`src/rtl/sr_flag_arbiter.sv`:
```
// sr_flag_arbiter: round-robin arbiter sharing a bank of NFLAG SR flag flops among NREQ requesters.
// Latency: grant is combinational in the accept cycle; sr code is registered (next cycle); shadow one cycle later.
// Backpressure: a requester holds req/op/idx until granted; no grant is issued while rst is high.
//
// Ports:
//   clk, rst        clock (rising edge), synchronous active-high reset
//   req             request valid per requester
//   req_op          per requester: 1 = set flag, 0 = clear flag
//   req_idx         per requester flag index, requester i at [i*IDXW +: IDXW]
//   gnt             one-hot grant (combinational)
//   sr_bus          registered sr code per flag, flag k at [2k +: 2] (00 hold, 01 clear, 10 set)
//   flag_shadow     registered mirror of the flag bank
//   err_idx         registered one-cycle pulse when a granted index is out of range
module sr_flag_arbiter #(
  parameter int NREQ  = 4,
  parameter int NFLAG = 8,
  parameter int IDXW  = 3
) (
  input  logic                   clk,
  input  logic                   rst,
  input  logic [NREQ-1:0]        req,
  input  logic [NREQ-1:0]        req_op,
  input  logic [NREQ*IDXW-1:0]   req_idx,
  output logic [NREQ-1:0]        gnt,
  output logic [2*NFLAG-1:0]     sr_bus,
  output logic [NFLAG-1:0]       flag_shadow,
  output logic                   err_idx
);

  localparam int PTRW = (NREQ > 1) ? $clog2(NREQ) : 1;
  // One extra bit so NFLAG == 2**IDXW is representable for the range check.
  localparam logic [IDXW:0] NFLAG_L = (IDXW+1)'(NFLAG);

  logic [PTRW-1:0]    ptr;
  logic               found;
  logic [PTRW-1:0]    win;
  logic               win_op;
  logic [IDXW-1:0]    win_idx;
  logic               bad;
  logic [2*NFLAG-1:0] sr_nxt;

  // Issue register: the accepted in-range command whose shadow update lands
  // on the same edge at which the bank samples its sr code.
  logic               iss_vld;
  logic               iss_op;
  logic [IDXW-1:0]    iss_idx;

  // Round-robin scan starting at ptr, wrapping at NREQ-1 -> 0.
  always_comb begin
    int c;
    c       = 0;
    gnt     = '0;
    found   = 1'b0;
    win     = '0;
    win_op  = 1'b0;
    win_idx = '0;
    if (!rst) begin
      for (int j = 0; j < NREQ; j++) begin
        c = int'(ptr) + j;
        if (c >= NREQ) c = c - NREQ;
        if (!found && req[c]) begin
          found   = 1'b1;
          win     = PTRW'(c);
          win_op  = req_op[c];
          win_idx = req_idx[c*IDXW +: IDXW];
          gnt[c]  = 1'b1;
        end
      end
    end
  end

  assign bad = found && ({1'b0, win_idx} >= NFLAG_L);

  // At most one field is ever driven, and only with 01 or 10.
  always_comb begin
    sr_nxt = '0;
    for (int k = 0; k < NFLAG; k++) begin
      if (found && !bad && (win_idx == IDXW'(k)))
        sr_nxt[2*k +: 2] = win_op ? 2'b10 : 2'b01;
    end
  end

  always_ff @(posedge clk) begin
    if (rst) begin
      ptr         <= '0;
      sr_bus      <= '0;
      flag_shadow <= '0;
      err_idx     <= 1'b0;
      iss_vld     <= 1'b0;
      iss_op      <= 1'b0;
      iss_idx     <= '0;
    end else begin
      if (found)
        ptr <= (win == PTRW'(NREQ-1)) ? '0 : win + PTRW'(1);
      sr_bus  <= sr_nxt;
      err_idx <= bad;
      iss_vld <= found && !bad;
      iss_op  <= win_op;
      iss_idx <= win_idx;
      for (int k = 0; k < NFLAG; k++) begin
        if (iss_vld && (iss_idx == IDXW'(k)))
          flag_shadow[k] <= iss_op;
      end
    end
  end

endmodule

```
`config.mk`:
```
export PLATFORM = sky130hd
export DESIGN_NAME = sr_flag_arbiter
export DESIGN_NICKNAME = d
export VERILOG_FILES = /design/src/rtl/sr_flag_arbiter.sv
export SDC_FILE = /design/constraint.sdc
export NUM_CORES = 1
export LEC_CHECK = 0
export CAP_MARGIN = 20
export CORE_UTILIZATION = 51
export CTS_BUF_LIST = sky130_fd_sc_hd__clkbuf_8
export CTS_CLUSTER_DIAMETER = 60
export DETAILED_ROUTE_END_ITERATION = 16
export PLACE_DENSITY = 0.82
export SKIP_LAST_GASP = 1
export SLEW_MARGIN = 20
export SYNTH_ARGS = -nofsm -noshare
export SYNTH_HDL_FRONTEND = slang
export SYNTH_SLANG_ARGS = --single-unit
```
`constraint.sdc`:
```
create_clock -name clk -period 3.5 [get_ports clk]
set_input_delay 0.35 -clock clk [delete_from_list [all_inputs] [get_ports clk]]
set_output_delay 0.35 -clock clk [all_outputs]
set_load 0.02 [all_outputs]
```
==> results of run 1 <==
==> tightest hold or removal path: stages (launching register included) <==
cell	delay [ns]
dfxtp_1	0.33
mux2i_1	0.07
nor2_1	0.08
==> kinds of logic after synthesis <==
logic type / after synthesis / share of synthesized area [%]
muxes: 59 / 28.7
DFF: 31 / 18.6
xor gates and xnor gates: 4 / 1.05
adders and majority gates: 10 / 3.75
other: 1 / 0.112
and+or+nand+nor: 111 / 21.5
AOI/OAI and AO/OA: 69 / 16.4
buffers and inverters: 53 / 9.83
==> flip-flops by register name, indices dropped and copies added, names as in the netlist <==
| name | cells |
|---|---|
| iss_op | 1 |
| sr_bus | 16 |
| iss_vld | 1 |
| ptr | 2 |
| flag_shadow | 8 |
| iss_idx | 3 |
==> Yosys cell counts (6+ instances only) <==
cell type   n
o21ai_0    10
dfxtp_1    31
buf_2      10
a21oi_1     8
mux2i_1    26
clkbuf_1   13
nand3_1     6
mux4_2     29
nand2_1    12
a22oi_1     6
buf_6       9
nor2_1     30
inv_1       9
ha_1       10
a31oi_1     8
==> power breakdown <==
group / total, µW / internal [µW] / switching, µW
sequential: 495 / 441 / 53.6
clock: 345 / 212 / 134
combinational: 2660 / 1250 / 1420
total: 3500 / 1900 / 1600
==> final cells by class <==
class	count	area share (%)
clock inverter	3	1.12
tap	77	2.46
timing repair buffer	64	16.2
inverter	12	1.21
clock buffer	5	1.76
sequential	31	15.9
multi-input combinational	255	61.4
==> metrics by stage <==
stage / worst slack [ns] / total power, µW / utilization (%) / hold slack (ns) / cells
6_report: 0.170 / 3500 / 62.0 / 0.510 / 447
5_1_grt: 0.0218 / 3710 / 62.0 / 0.548 / 447
3_5_place_dp: 0.291 / 3040 / 59.7 / 0.487 / 438
4_1_cts: 0.0789 / 3390 / 61.4 / 0.506 / 446
3_3_place_gp: 0.324 / 2970 / 59.7 / 0.473 / 438
2_1_floorplan: 0.0152 / 2630 / - / 0.560 / 339
==> routing by layer <==
metal  part of all wire (%)  wire length [µm]  vias to the layer above
li1                       -                 -                     1351
met1                     43              3510                     1391
met2                     48              3960                      152
met3                    6.6               547                       21
met4                    2.8               231                        0
met5                      0                 0                        -
==> cells in the final DEF (no fill, tap or decap), types with 5 or more instances in the layout <==
cell type and count:
a21oi_1 8, a22oi_1 6, a31oi_1 8, and3_1 5, buf_4 13, clkbuf_8 5
clkdlybuf4s50_1 48, dfxtp_1 30, ha_1 9, inv_1 8, mux2i_1 26, mux4_2 29
nand2_1 12, nand2b_1 5, nand3_1 6, nand3b_1 5, nor2_1 30, nor2b_1 5
o21ai_0 10
==> worst max-delay path by stage <==
| stage | from | endpoint | slack, ns | cells after the start |
|---|---|---|---|---|
| after floorplan | ptr[0] | sr_bus[11] | 0.02 | 18 |
| after global placement | req[2] | gnt[1] | 0.32 | 7 |
| after detailed placement | req[3] | gnt[0] | 0.29 | 8 |
| after CTS | ptr[1] | gnt[3] | 0.08 | 9 |
| after global routing | ptr[0] | gnt[0] | 0.02 | 9 |
| final | ptr[0] | gnt[3] | 0.17 | 9 |
==> repair_timing <==
action,CTS,global route
endpoints found under the setup margin,0,8
endpoints found under the hold margin,0,0
resized for setup,0,3
hold buffers,0,0
==> impl_metrics.py, run 1 <==
metrics = {
    "outcome": {
        "outcome": "finished, final reports clean",
    },
    "synthesis": {
        "yosysUniqueCellTypes": 79,
        "ys_ff_latch": 31,
        "yosysWarnings": 0,
        "synth_flop_cell": "dfxtp_1",
        "synthDominantAreaCellType": "mux4_2",
        "synth_edf_count": 0,
        "synthTopCellsByArea": "mux4_2 20%, dfxtp_1 19%, mux2i_1 7.8%, ha_1 3.8%, nor2_1 3.4%",
        "syn_avg_cell_area_um2": 9.87,
        "netlist.area_leader.share_pct": 19.6,
        "syn_area_um2": 3330,
        "async_reset_ff_share_pct": 0,
        "seq_area_frac_synth_pct": 18.6,
        "syn_inst": 338,
    },
    "critical_path": {
        "crit_chain": "clkinv_1, ha_4, buf_12, nor2_2, and3_1, o31a_1, a221oi_1, nor2_1, clkdlybuf4s50_1",
        "cp_slowest_cell": "clkdlybuf4s50_1",
        "critPathBufInv": 3,
        "slowest_delay_ns": 0.57,
        "reg2regPathDepth": 12,
        "critPathRequiredTime_ns": 3.15,
        "path_max_fanout": 24,
        "end_kind": "output port",
        "worstSetupStartpointType": "register",
        "critPathTopFamily": "buffers and inverters",
        "critPathKind": "register to output port",
        "rrSetupSlack_ns": 0.40,
        "r2r-end": "sr_bus[5]",
        "arrival_ns": 2.98,
        "r2r_start": "ptr[0]",
    },
    "die": {
        "core_um2": 6310,
        "die_h_um": 82.9,
        "die_area_um2": 6870,
        "dieWidth_um": 82.9,
        "start_util_pct": 52.8,
        "fp-row-count": 29,
        "num_io_pins": 51,
    },
    "timing": {
        "tightest_slew_ns": 0.630,
        "finalCritPeriodShare_pct": 95.1,
        "setup_viol": 0,
        "clock.fmax_mhz": 300,
        "hold_viol_final": 0,
        "fin_setup_tns_ns": 0,
        "drv_slew": 0,
        "relSlewSlack_pct": 57.5,
        "skew_ns": 0.00447,
        "layout_min_cycle_time_ns": 3.33,
        "rsz0062_at_grt": "false",
    },
    "clock_network": {
        "path_clk_slew_ns": 0.07,
        "cts-root-buf": "clkbuf_8",
        "cts_setup_buffers": 0,
        "htreeDepth": 2,
        "clock_path_buffers": 2,
        "tritoncts": "yes",
        "cts_made_buffers": 5,
        "insertion_delay_ns": 0.28,
        "clock-sinks": 31,
    },
    "global_routing": {
        "grt_pass1_vias": 2707,
        "met2_usage_pct": 37.4,
        "grt_util_met1_pct": 32.6,
        "track_usage_pct": 23.5,
        "top_usage_layer": "met2",
        "antenna_found_initial": 0,
        "met3_usage_pct": 3.58,
        "grt_pass1_wl_um": 13500,
        "grt_remaining_overflow": 0,
        "grt_max_degree": 49,
    },
    "placed_design": {
        "place_area_um2": 3770,
        "portBuffers": 49,
        "gp_congestion": 0.919,
        "dp_hpwl_um": 5830,
    },
    "drt": {
        "wl_per_cell_um": 18.4,
        "viasPerCell": 6.52,
        "drt_iter0_drc": 205,
        "drcViolationCount": 0,
        "firstDrtPassIters": 5,
        "ant_nets": 0,
        "vias": 2915,
        "routed_wl_um": 8240,
    },
    "final_layout": {
        "finalInstanceArea_um2": 3920,
        "area_growth_pct": 17.5,
        "nNetsFinal": 401,
        "register_area_um2": 622,
        "diodes": 0,
        "multiInputGateArea_um2": 2400,
        "drive_gt1_share_pct": 21.6,
        "fill_cells": 543,
    },
    "flow_run": {
        "maxCapViolCount": 0,
    },
    "power": {
        "powerDensity_nw_per_um2": 895,
        "irDropWorstVdd_uv": 510,
        "cellLeakagePower_uw": 0.00145,
    },
    "worst_hold_path": {
        "min_to": "flag_shadow[0]",
        "min_path_type": "register to register",
        "min_from": "flag_shadow[0]",
        "holdPathStages": 2,
    },
}
Power figures use the tool's default switching activity.
==> run 2, diff against run 1 <==
- CORE_MARGIN: default -> 5
==> run 2 against run 1 <==
  * Via count fell by 0.24%
  * Final cell count rose by 0.22%
  * Sequential share of layout area barely moved
  * Die area rose by 20%
  * Global-route usage fell by 5.0 points
  * Clock power fell by 13%
  * Clock skew rose by 0.0031 ns
  * Clock-buffer cell count rose by 2
  * Fmax rose by 1.8%
  * Critical endpoint is now gnt[0]
==> impl_metrics.py, run 2 (same netlist as run 1, synthesis figures left out) <==
metrics = {
    "timing": {
        "hold_viol_final": 0,
        "finalCritPeriodShare_pct": 93.4,
        "setup_viol": 0,
        "layout_min_cycle_time_ns": 3.27,
        "drv_slew": 0,
        "relSlewSlack_pct": 54.0,
        "skew_ns": 0.00760,
        "clock.fmax_mhz": 306,
        "whs_ns": 0.513,
        "timing.final.ws_setup_ns": 0.230,
        "tightest_slew_ns": 0.683,
        "fin_setup_tns_ns": 0,
        "rsz0062_at_grt": "false",
    },
    "clock_network": {
        "clock_path_buffers": 2,
        "insertion_delay_ns": 0.28,
        "htreeDepth": 2,
        "cts-root-buf": "clkbuf_8",
        "cts-hold-fix-buffers": 0,
        "cts_resized": 0,
        "clock-sinks": 31,
        "path_clk_slew_ns": 0.06,
        "cts_setup_buffers": 0,
        "cts_made_buffers": 5,
        "tritoncts": "yes",
    },
    "critical_path": {
        "end_kind": "output port",
        "worstSetupStartpointType": "register",
        "reg2regPathDepth": 11,
        "crit_chain": "clkinv_1, ha_4, buf_12, nor2_2, and3_1, o31a_1, a21oi_1, a21oi_1, clkdlybuf4s50_1",
        "critPathRequiredTime_ns": 3.15,
        "rrSetupSlack_ns": 0.29,
        "r2r_start": "ptr[0]",
        "slowest_delay_ns": 0.64,
        "cp_slowest_cell": "clkdlybuf4s50_1",
        "crit_end": "gnt[0]",
        "arrival_ns": 2.92,
        "cp_common_cell": "a21oi_1",
        "path_max_fanout": 23,
        "startpoint": "ptr[0]",
        "r2r-end": "sr_bus[14]",
        "critPathKind": "register to output port",
    },
    "final_layout": {
        "fill_cells": 510,
        "final_common_cell": "clkdlybuf4s50_1",
        "area_growth_pct": 17.4,
        "largest_reg_flops": 16,
        "diodes": 0,
        "final_cell_mix": "48 x clkdlybuf4s50_1, 30 x nor2_1, 30 x dfxtp_1",
        "top_regs": "sr_bus: 16 flops, flag_shadow: 8 flops, iss_idx: 3 flops",
        "drive_gt1_share_pct": 21.6,
        "regMostFlops": "sr_bus",
        "nNetsFinal": 402,
    },
    "worst_hold_path": {
        "holdPathStages": 2,
        "min_path_type": "register to register",
    },
    "global_routing": {
        "track_usage_pct": 18.6,
        "grt_remaining_overflow": 0,
        "grt_pass1_vias": 2599,
        "grt_pass1_wl_um": 13000,
        "grt_max_degree": 47,
        "antenna_found_initial": 0,
    },
    "placed_design": {
        "dp_slack_ns": 0.232,
        "dp_hpwl_um": 5920,
        "portBuffers": 49,
        "gp_congestion": 0.922,
    },
    "drt": {
        "firstDrtPassIters": 5,
        "drt_iter0_drc": 237,
        "ant_nets": 0,
        "wl_per_cell_um": 18.0,
        "drcViolationCount": 0,
        "vias": 2908,
        "viasPerCell": 6.49,
        "routed_wl_um": 8070,
    },
    "power": {
        "irDropWorstVdd_uv": 626,
        "powerDensity_nw_per_um2": 878,
        "totalPowerFinal_uw": 3440,
        "cellLeakagePower_uw": 0.00145,
    },
    "die": {
        "die_area_um2": 8260,
        "start_util_pct": 52.5,
        "num_io_pins": 51,
        "core_um2": 6350,
        "dieWidth_um": 90.9,
        "fp-row-count": 29,
        "die_h_um": 90.9,
    },
    "outcome": {
        "outcome": "finished, final reports clean",
    },
    "flow_run": {
        "maxCapViolCount": 0,
    },
}
-- run 2: cell types whose count changed in the layout (fill, tap and decap cells not counted) --
cell       delta
clkbuf_8      +2
buf_6         +1
bufinv_16     -1
clkinv_2      -1
clkinv_4      -1
inv_1         +1
-- run 2: final cells by class --
type	count	area [µm²]	share of cell area (%)
clock buffer	7	96.3	2.46
clock inverter	1	3.75	0.0958
inverter	12	47.5	1.21
multi-input combinational	255	2400	61.4
sequential	31	622	15.9
tap	77	96.3	2.46
timing repair buffer	65	647	16.5
-- run 2: worst min-delay path by stage --
stage | startpoint | endpoint | slack [ns]
after floorplan | iss_idx[0] | flag_shadow[1] | 0.56
after global placement | flag_shadow[0] | flag_shadow[0] | 0.47
after detailed placement | flag_shadow[4] | flag_shadow[4] | 0.49
after CTS | flag_shadow[4] | flag_shadow[4] | 0.51
after global routing | flag_shadow[4] | flag_shadow[4] | 0.53
final | flag_shadow[4] | flag_shadow[4] | 0.51
-- run 2: report_power, final --
group | internal (µW) | switching, µW
Sequential | 442 | 54.7
Combinational | 1250 | 1390
Clock | 176 | 123
Total | 1870 | 1570
-- run 2: worst max-delay path: cells and delay by family, from the launching register on --
kind	cells	cell delay (ns)
fa+ha+maj	1	0.31
buf+inv	3	0.94
compound gates	3	0.49
flops	1	0.35
simple gates	2	0.53
-- run 2: per-stage QoR --
step | area (µm²) | cells | util (%)
floorplan | 3350 | 339 | -
finish | 3920 | 448 | 61.7
global route | 3920 | 448 | 61.7
global placement | 3770 | 439 | 59.4
CTS | 3870 | 447 | 61.0
detailed placement | 3770 | 439 | 59.4
-- run 2: per-layer routing --
layer | wire length (µm) | global-route usage (%) | up-vias
met2 | 3840 | 29.5 | 148
met4 | 122 | 4.77 | 0
met3 | 686 | 2.92 | 13
met5 | 0 | 0 | -
met1 | 3420 | 26.4 | 1388
li1 | - | - | 1359
==> run 3, diff against run 2 <==
- CORE_UTILIZATION: 51 -> 52
- PLACE_DENSITY: 0.82 -> 0.8
- clock period: 3.5 -> 3.7 ns (I/O delays scaled with it)
==> run 3 against run 2 <==
  * Combinational power down 9.5%
  * Sequential power decreased by 5.4%
  * Setup slack worse by 0.0064 ns
  * Sequential share of layout area is 0.15 points higher
  * Critical endpoint is now gnt[1]
  * Largest power group unchanged
  * Die area decreased by 1.7%
  * Via count fell by 1.8%
==> impl_metrics.py, run 3 (same netlist as run 1, synthesis figures left out) <==
metrics = {
    "final_layout": {
        "nNetsFinal": 399,
        "final_cell_mix": "49 x clkdlybuf4s50_1, 30 x nor2_1, 30 x dfxtp_1",
        "area_growth_pct": 16.3,
        "regMostFlops": "sr_bus",
        "top_regs": "sr_bus: 16 flops, flag_shadow: 8 flops, iss_idx: 3 flops",
        "finalInstanceArea_um2": 3880,
        "drive_gt1_share_pct": 20.7,
        "diodes": 0,
        "final_common_cell": "clkdlybuf4s50_1",
        "largest_reg_flops": 16,
    },
    "timing": {
        "hold_viol_final": 0,
        "drv_slew": 0,
        "rsz0062_at_grt": "false",
        "skew_ns": 0.00627,
        "layout_min_cycle_time_ns": 3.48,
        "relSlewSlack_pct": 60.5,
        "clock.fmax_mhz": 288,
        "timing.final.ws_setup_ns": 0.224,
        "tightest_slew_ns": 0.585,
        "finalCritPeriodShare_pct": 93.9,
        "fin_setup_tns_ns": 0,
        "setup_viol": 0,
    },
    "global_routing": {
        "grt_max_degree": 39,
        "track_usage_pct": 19.9,
        "grt_pass1_vias": 2746,
        "antenna_found_initial": 0,
        "grt_pass1_wl_um": 13700,
        "grt_remaining_overflow": 0,
    },
    "clock_network": {
        "cts-hold-fix-buffers": 0,
        "clock_path_buffers": 2,
        "cts_resized": 0,
        "path_clk_slew_ns": 0.07,
        "tritoncts": "yes",
        "cts_setup_buffers": 0,
        "clock-sinks": 31,
        "insertion_delay_ns": 0.28,
        "cts-root-buf": "clkbuf_8",
        "cts_made_buffers": 5,
        "htreeDepth": 2,
    },
    "drt": {
        "ant_nets": 0,
        "drcViolationCount": 0,
        "viasPerCell": 6.42,
        "firstDrtPassIters": 4,
        "vias": 2856,
        "drt_iter0_drc": 173,
        "wl_per_cell_um": 18.5,
        "routed_wl_um": 8250,
    },
    "placed_design": {
        "dp_slack_ns": 0.365,
        "gp_congestion": 0.950,
        "portBuffers": 49,
        "place_area_um2": 3750,
        "dp_hpwl_um": 6060,
    },
    "critical_path": {
        "critPathRequiredTime_ns": 3.33,
        "end_kind": "output port",
        "worstSetupStartpointType": "register",
        "path_max_fanout": 14,
        "critPathKind": "register to output port",
        "reg2regPathDepth": 9,
        "arrival_ns": 3.11,
    },
    "power": {
        "powerDensity_nw_per_um2": 836,
        "cellLeakagePower_uw": 0.00142,
        "irDropWorstVdd_uv": 523,
    },
    "flow_run": {
        "maxCapViolCount": 0,
    },
    "die": {
        "die_area_um2": 8110,
        "die_h_um": 90.1,
        "start_util_pct": 53.1,
        "num_io_pins": 51,
        "dieWidth_um": 90.1,
        "fp-row-count": 29,
        "core_um2": 6280,
    },
    "worst_hold_path": {
        "holdPathStages": 2,
        "min_path_type": "register to register",
    },
    "outcome": {
        "outcome": "finished, final reports clean",
    },
}
run 3: critical path, stage by stage (launching register included):
cell	delay, ns
dfxtp_1	0.31
inv_1	0.13
ha_2	0.40
or3b_1	0.40
a211oi_1	0.27
o31a_1	0.32
a22oi_1	0.13
a21oi_1	0.21
clkdlybuf4s50_1	0.65
run 3: routing by layer:
| metal | part of all wire, % | track usage, % | wire, µm | vias to the layer above |
|---|---|---|---|---|
| met5 | 0 | 0 | 0 | - |
| met4 | 2.1 | 7.32 | 173 | 0 |
| met3 | 7.2 | 4.09 | 595 | 16 |
| met2 | 48 | 32.6 | 3960 | 117 |
| met1 | 43 | 25.8 | 3520 | 1373 |
| li1 | - | - | - | 1350 |
run 3: worst paths after layout:
| kind | startpoint | end | slack [ns] |
|---|---|---|---|
| setup / recovery | ptr[1] | gnt[1] | 0.22 |
| hold / removal | flag_shadow[3] | flag_shadow[3] | 0.52 |
| setup reg to reg | ptr[1] | sr_bus[15] | 0.35 |
| hold reg to reg | flag_shadow[3] | flag_shadow[3] | 0.52 |
run 3: final cells by class:
| class | instances | area, µm² |
|---|---|---|
| clock inverters | 3 | 63.8 |
| fillers | 510 | 2400 |
| clock buffers | 5 | 68.8 |
| well taps | 77 | 96.3 |
| inverters | 12 | 47.5 |
| repair buffers | 62 | 588 |
| flip-flops and latches | 31 | 622 |
| multi-input cells | 255 | 2390 |
run 3: power breakdown:
group	internal, µW	leakage [µW]	switching [µW]
combinational	1100	0.00110	1290
clock	266	0.0000695	121
sequential	418	0.000253	51.6
total	1780	0.00142	1460
run 3: stage by stage:
stage | total power (µW) | hold WS (ns) | cells | utilization, %
after floorplan | 2480 | 0.560 | 339 | -
after global placement | 2780 | 0.473 | 437 | 59.7
after detailed placement | 2850 | 0.493 | 437 | 59.7
after CTS | 3240 | 0.517 | 445 | 61.8
after global routing | 3470 | 0.544 | 445 | 61.8
final | 3240 | 0.520 | 445 | 61.8
==> RTL edit 1 (config.mk and constraints of run 2) <==
The parameter `IDXW` goes from 3 to 4.
--- a/src/rtl/sr_flag_arbiter.sv
+++ b/src/rtl/sr_flag_arbiter.sv
@@ -14,7 +14,7 @@
 module sr_flag_arbiter #(
   parameter int NREQ  = 4,
   parameter int NFLAG = 8,
-  parameter int IDXW  = 3
+  parameter int IDXW  = 4
 ) (
   input  logic                   clk,
   input  logic                   rst,
Ports: changed (resized req_idx); port bits go from 51 to 55. No check against the original RTL was run, so the function may have changed too.
==> RTL edit 1 against run 2 <==
  * Power fell by 34%
  * Highest routed layer unchanged
  * Synthesized cell count fell by 31%
  * Via count fell by 31%
  * Largest cell class unchanged
  * Sequential cell count rose by 2
  * Routed wire length fell by 36%
  * Synthesized area fell by 30%
  * Cell area fell by 23%
  * Worst setup slack got worse by 0.093 ns
==> RTL edit 1: results (changes against run 2) <==
- Met2 wire len: 2.47 mm (-36%)
- Layout Nets: 321 (-20%)
- Lkg Pwr: 1.15 nW (-21%)
- Mux share of post-synthesis cell area: 27.3% (-1.5 points)
- Synth Area in XOR/XNOR: 0.756% (-0.30 points)
- Critical Path AT: 3.01 ns (+0.09 ns)
- Worst VDD drop: 0.397 mV (-37%)
- 1st-iter DRT viols: 134 (-43%)
- Register-to-Register Path Depth: 9 (-2)
- Net Sw Power: 927 uW (-41%)
- PortBufs: 54 (+10%)
- Fin Hold WS: 0.452 ns (-0.0607 ns)
- Largest net degree at the start of global routing: 42 (-11%)
- GP Congestion: 0.862 (-6.5%)
- Maximum fanout along the worst path: 9 (-61%)
- Critical hold path startpoint: flag_shadow[0]$_SDFFE_PP0P_
- Outcome: completed
- Distinct cells, synth: 49 (-38%)
- DPL Wire Length: 3.81 mm (-36%)
- Cell total after placement: 331 (-25%)
- Worst Hold End: flag_shadow[0]$_SDFFE_PP0P_
- CP max stage cell: mux4_2
- Post-synthesis compound-gate area fraction: 12.6% (-3.8 points)
- # fillers: 345 (-32%)
- Drt first pass iters: 4 (-1)
- Tcrit/Tclk final: 96.1% (+2.7 points)
- Number of global-route vias before repair: 1878 (-28%)
## RTL edit 1: cell type report
| type | instances | area, sq um | area share [%] |
|---|---|---|---|
| sequential | 33 | 662 | 22.0 |
| clock buffer | 6 | 82.6 | 2.74 |
| clock inverter | 2 | 33.8 | 1.12 |
| inverter | 6 | 23.8 | 0.788 |
| tap | 52 | 65.1 | 2.16 |
| multi-input combinational | 178 | 1530 | 50.6 |
| timing repair buffer | 63 | 622 | 20.6 |
## RTL edit 1: kinds of logic (layout without fill, tap and decap cells)
group	after synthesis	in the layout
XOR/XNOR	2	2
AO/OA/AOI/OAI	39	39
adder cells (fa/ha/maj)	8	8
buffers and inverters	23	77
multiplexers	38	38
flip-flops	33	33
AND/OR/NAND/NOR	91	91
## RTL edit 1: repair_timing
| item | CTS | global route |
|---|---|---|
| resized for setup | 0 | 6 |
| setup buffers | 0 | 1 |
| endpoints found under the setup margin | 0 | 4 |
==> RTL edit 2 (flow settings as in run 2) <==
Without the edit above. Take the reset off `sr_bus` and load it in a clocked block of its own.
--- a/src/rtl/sr_flag_arbiter.sv
+++ b/src/rtl/sr_flag_arbiter.sv
@@ -83,7 +83,6 @@
   always_ff @(posedge clk) begin
     if (rst) begin
       ptr         <= '0;
-      sr_bus      <= '0;
       flag_shadow <= '0;
       err_idx     <= 1'b0;
       iss_vld     <= 1'b0;
@@ -92,7 +91,6 @@
     end else begin
       if (found)
         ptr <= (win == PTRW'(NREQ-1)) ? '0 : win + PTRW'(1);
-      sr_bus  <= sr_nxt;
       err_idx <= bad;
       iss_vld <= found && !bad;
       iss_op  <= win_op;
@@ -104,5 +102,9 @@
     end
   end
 
+  always_ff @(posedge clk) begin
+    sr_bus <= sr_nxt;
+  end
+
 endmodule
 
Function: kept (Yosys induction, for registers that start in step).
==> RTL edit 2 against run 2 <==
  * Register-to-register slack got worse by 0.07 ns
  * Cell area decreased by 1.8%
  * Sequential cell count unchanged
  * Critical path depth rose by 2
  * Routed wire length increased by 3.3%
  * Worst setup slack worse by 0.013 ns
  * Synthesized area fell by 6.6%
  * Power rose by 4.4%
  * Clock power increased by 22%
  * Synthesized cell count is 2.1% lower
==> RTL edit 2: results (changes against run 2) <==
- GP Congestion: 0.984 (+6.7%)
- Distinct cells, synth: 68 (-14%)
- Overall routed net length: 8.34 mm (+3.3%)
- Critical hold path startpoint: flag_shadow[0]$_SDFFE_PP0P_
- Yosys top cell area share: 19.9% (+0.33 points)
- Initial antenna violation count: 0 (unchanged)
- Slew of the pin with the lowest slew margin: 0.626 ns (-0.0574 ns)
- Post-place setup slack: 0.118 ns (-0.115 ns)
- Worst Hold End: flag_shadow[0]$_SDFFE_PP0P_
- Worst VDD drop: 0.726 mV (+16%)
- Outcome: completed
- Maximum fanout along the worst path: 10 (-57%)
- Family of cells with the greatest summed delay on the critical path: compound AO/OA/AOI/OAI gates
- Clock buffer depth: 2 (unchanged)
- Cell total after placement: 446 (+1.6%)
- Seq/Total Area, Yosys: 19.9% (+1.3 points)
- Biggest cell delay along the critical path: 0.54 ns (-0.10 ns)
- Reg2reg end: sr_bus[12]$_SDFF_PN0_
- DPL Wire Length: 6.09 mm (+2.9%)
- WL per Instance: 18.2 um (+1.2%)
- Area contributors post-synth: dfxtp_1 (20%), mux4_2 (13%), mux2i_1 (7.7%), ha_1 (4.0%), mux2_2 (4.0%)
- GRT Resource Usage Total: 22.1% (+3.5 points)
- Layout cell share with drive strength beyond 1: 22.3% (+0.69 points)
- Synth Instances: 331 (-2.1%)
- 1st-iter DRT viols: 248 (+4.6%)
- Layout Nets: 413 (+2.7%)
- Lkg Pwr: 1.41 nW (-3.0%)
- Post-synth top cells: dfxtp_1 (31), nor2_1 (30), mux2i_1 (24)
- Max Clock Skew: 0.00450 ns (-0.00310 ns)
- Largest net degree at the start of global routing: 38 (-19%)
- Top flop regs: sr_bus: 16 flops, flag_shadow: 8 flops, iss_idx: 3 flops
- R2R setup slack: 0.22 ns (-0.07 ns)
- DR vias/cell: 6.35 (-2.1%)
- DP Area: 3690 sq um (-2.1%)
-- RTL edit 2: changes by cell type after synthesis, moves of 4 or more --
cell / change
a31oi_1: -5
a221oi_1: +4
nand2_1: +9
nor4_1: +5
a21oi_1: +4
buf_6: -5
and3_1: -4
mux2_2: +7
mux4_2: -11
o211ai_1: +5
a32oi_1: -4
-- RTL edit 2: worst register-to-register path: cells and delay by family (launching register included) --
family,cells,cell delay (ns)
and+or+nand+nor,4,0.99
AOI/OAI and AO/OA,4,1.22
buffers and inverters,1,0.19
DFF,1,0.37
adders and majority gates,2,0.42
-- RTL edit 2: worst max-delay path by stage --
stage | start | slack, ns | to | cells past startpoint
4_1_cts | ptr[0]$_SDFFE_PP0P_ | 0.007 | gnt[1] | 8
5_1_grt | ptr[0]$_SDFFE_PP0P_ | 0.02 | sr_bus[12]$_SDFF_PN0_ | 12
3_5_place_dp | req[1] | 0.12 | gnt[1] | 7
6_report | ptr[0]$_SDFFE_PP0P_ | 0.22 | sr_bus[12]$_SDFF_PN0_ | 11
2_1_floorplan | ptr[0]$_SDFFE_PP0P_ | 0.003 | sr_bus[13]$_SDFF_PN0_ | 17
3_3_place_gp | req[0] | 0.22 | sr_bus[4]$_SDFF_PN0_ | 6
-- RTL edit 2: cell type report --
class                      instances  area (sq um)
timing repair buffer              70           651
multi-input combinational        265          2330
tap                               75          93.8
clock inverter                     2          35.0
inverter                           8          30.0
fill                             482          2070
sequential                        31           624
clock buffer                       6          82.6
-- RTL edit 2: logic make-up after synthesis --
group / count (synthesis) / synth area share [%]
fa+ha+maj: 10 / 4.02
other cells: 1 / 0.120
simple gates: 119 / 23.7
mux: 55 / 26.4
compound gates: 77 / 19.4
buf+inv: 36 / 5.94
xor+xnor: 2 / 0.562
flops: 31 / 19.9
-- RTL edit 2: what timing repair did --
item	CTS	global route
buffers inserted	0	3
gates resized for setup	2	2
endpoints found under the hold margin	0	0
cloned	0	0
setup endpoints to repair	4	11
-- RTL edit 2: routing by layer --
metal	vias up	GRT usage [%]	routed length, um
li1	1380	-	-
met1	1370	29.9	3490
met2	136	35.5	3990
met3	17	4.33	693
met4	0	7.14	163
met5	-	0	0
-- RTL edit 2: where the power goes --
part	internal (mW)	switching (mW)	total [mW]
sequential	0.444	0.0619	0.505
combinational	1.22	1.50	2.72
clock	0.230	0.135	0.365
total	1.89	1.70	3.59
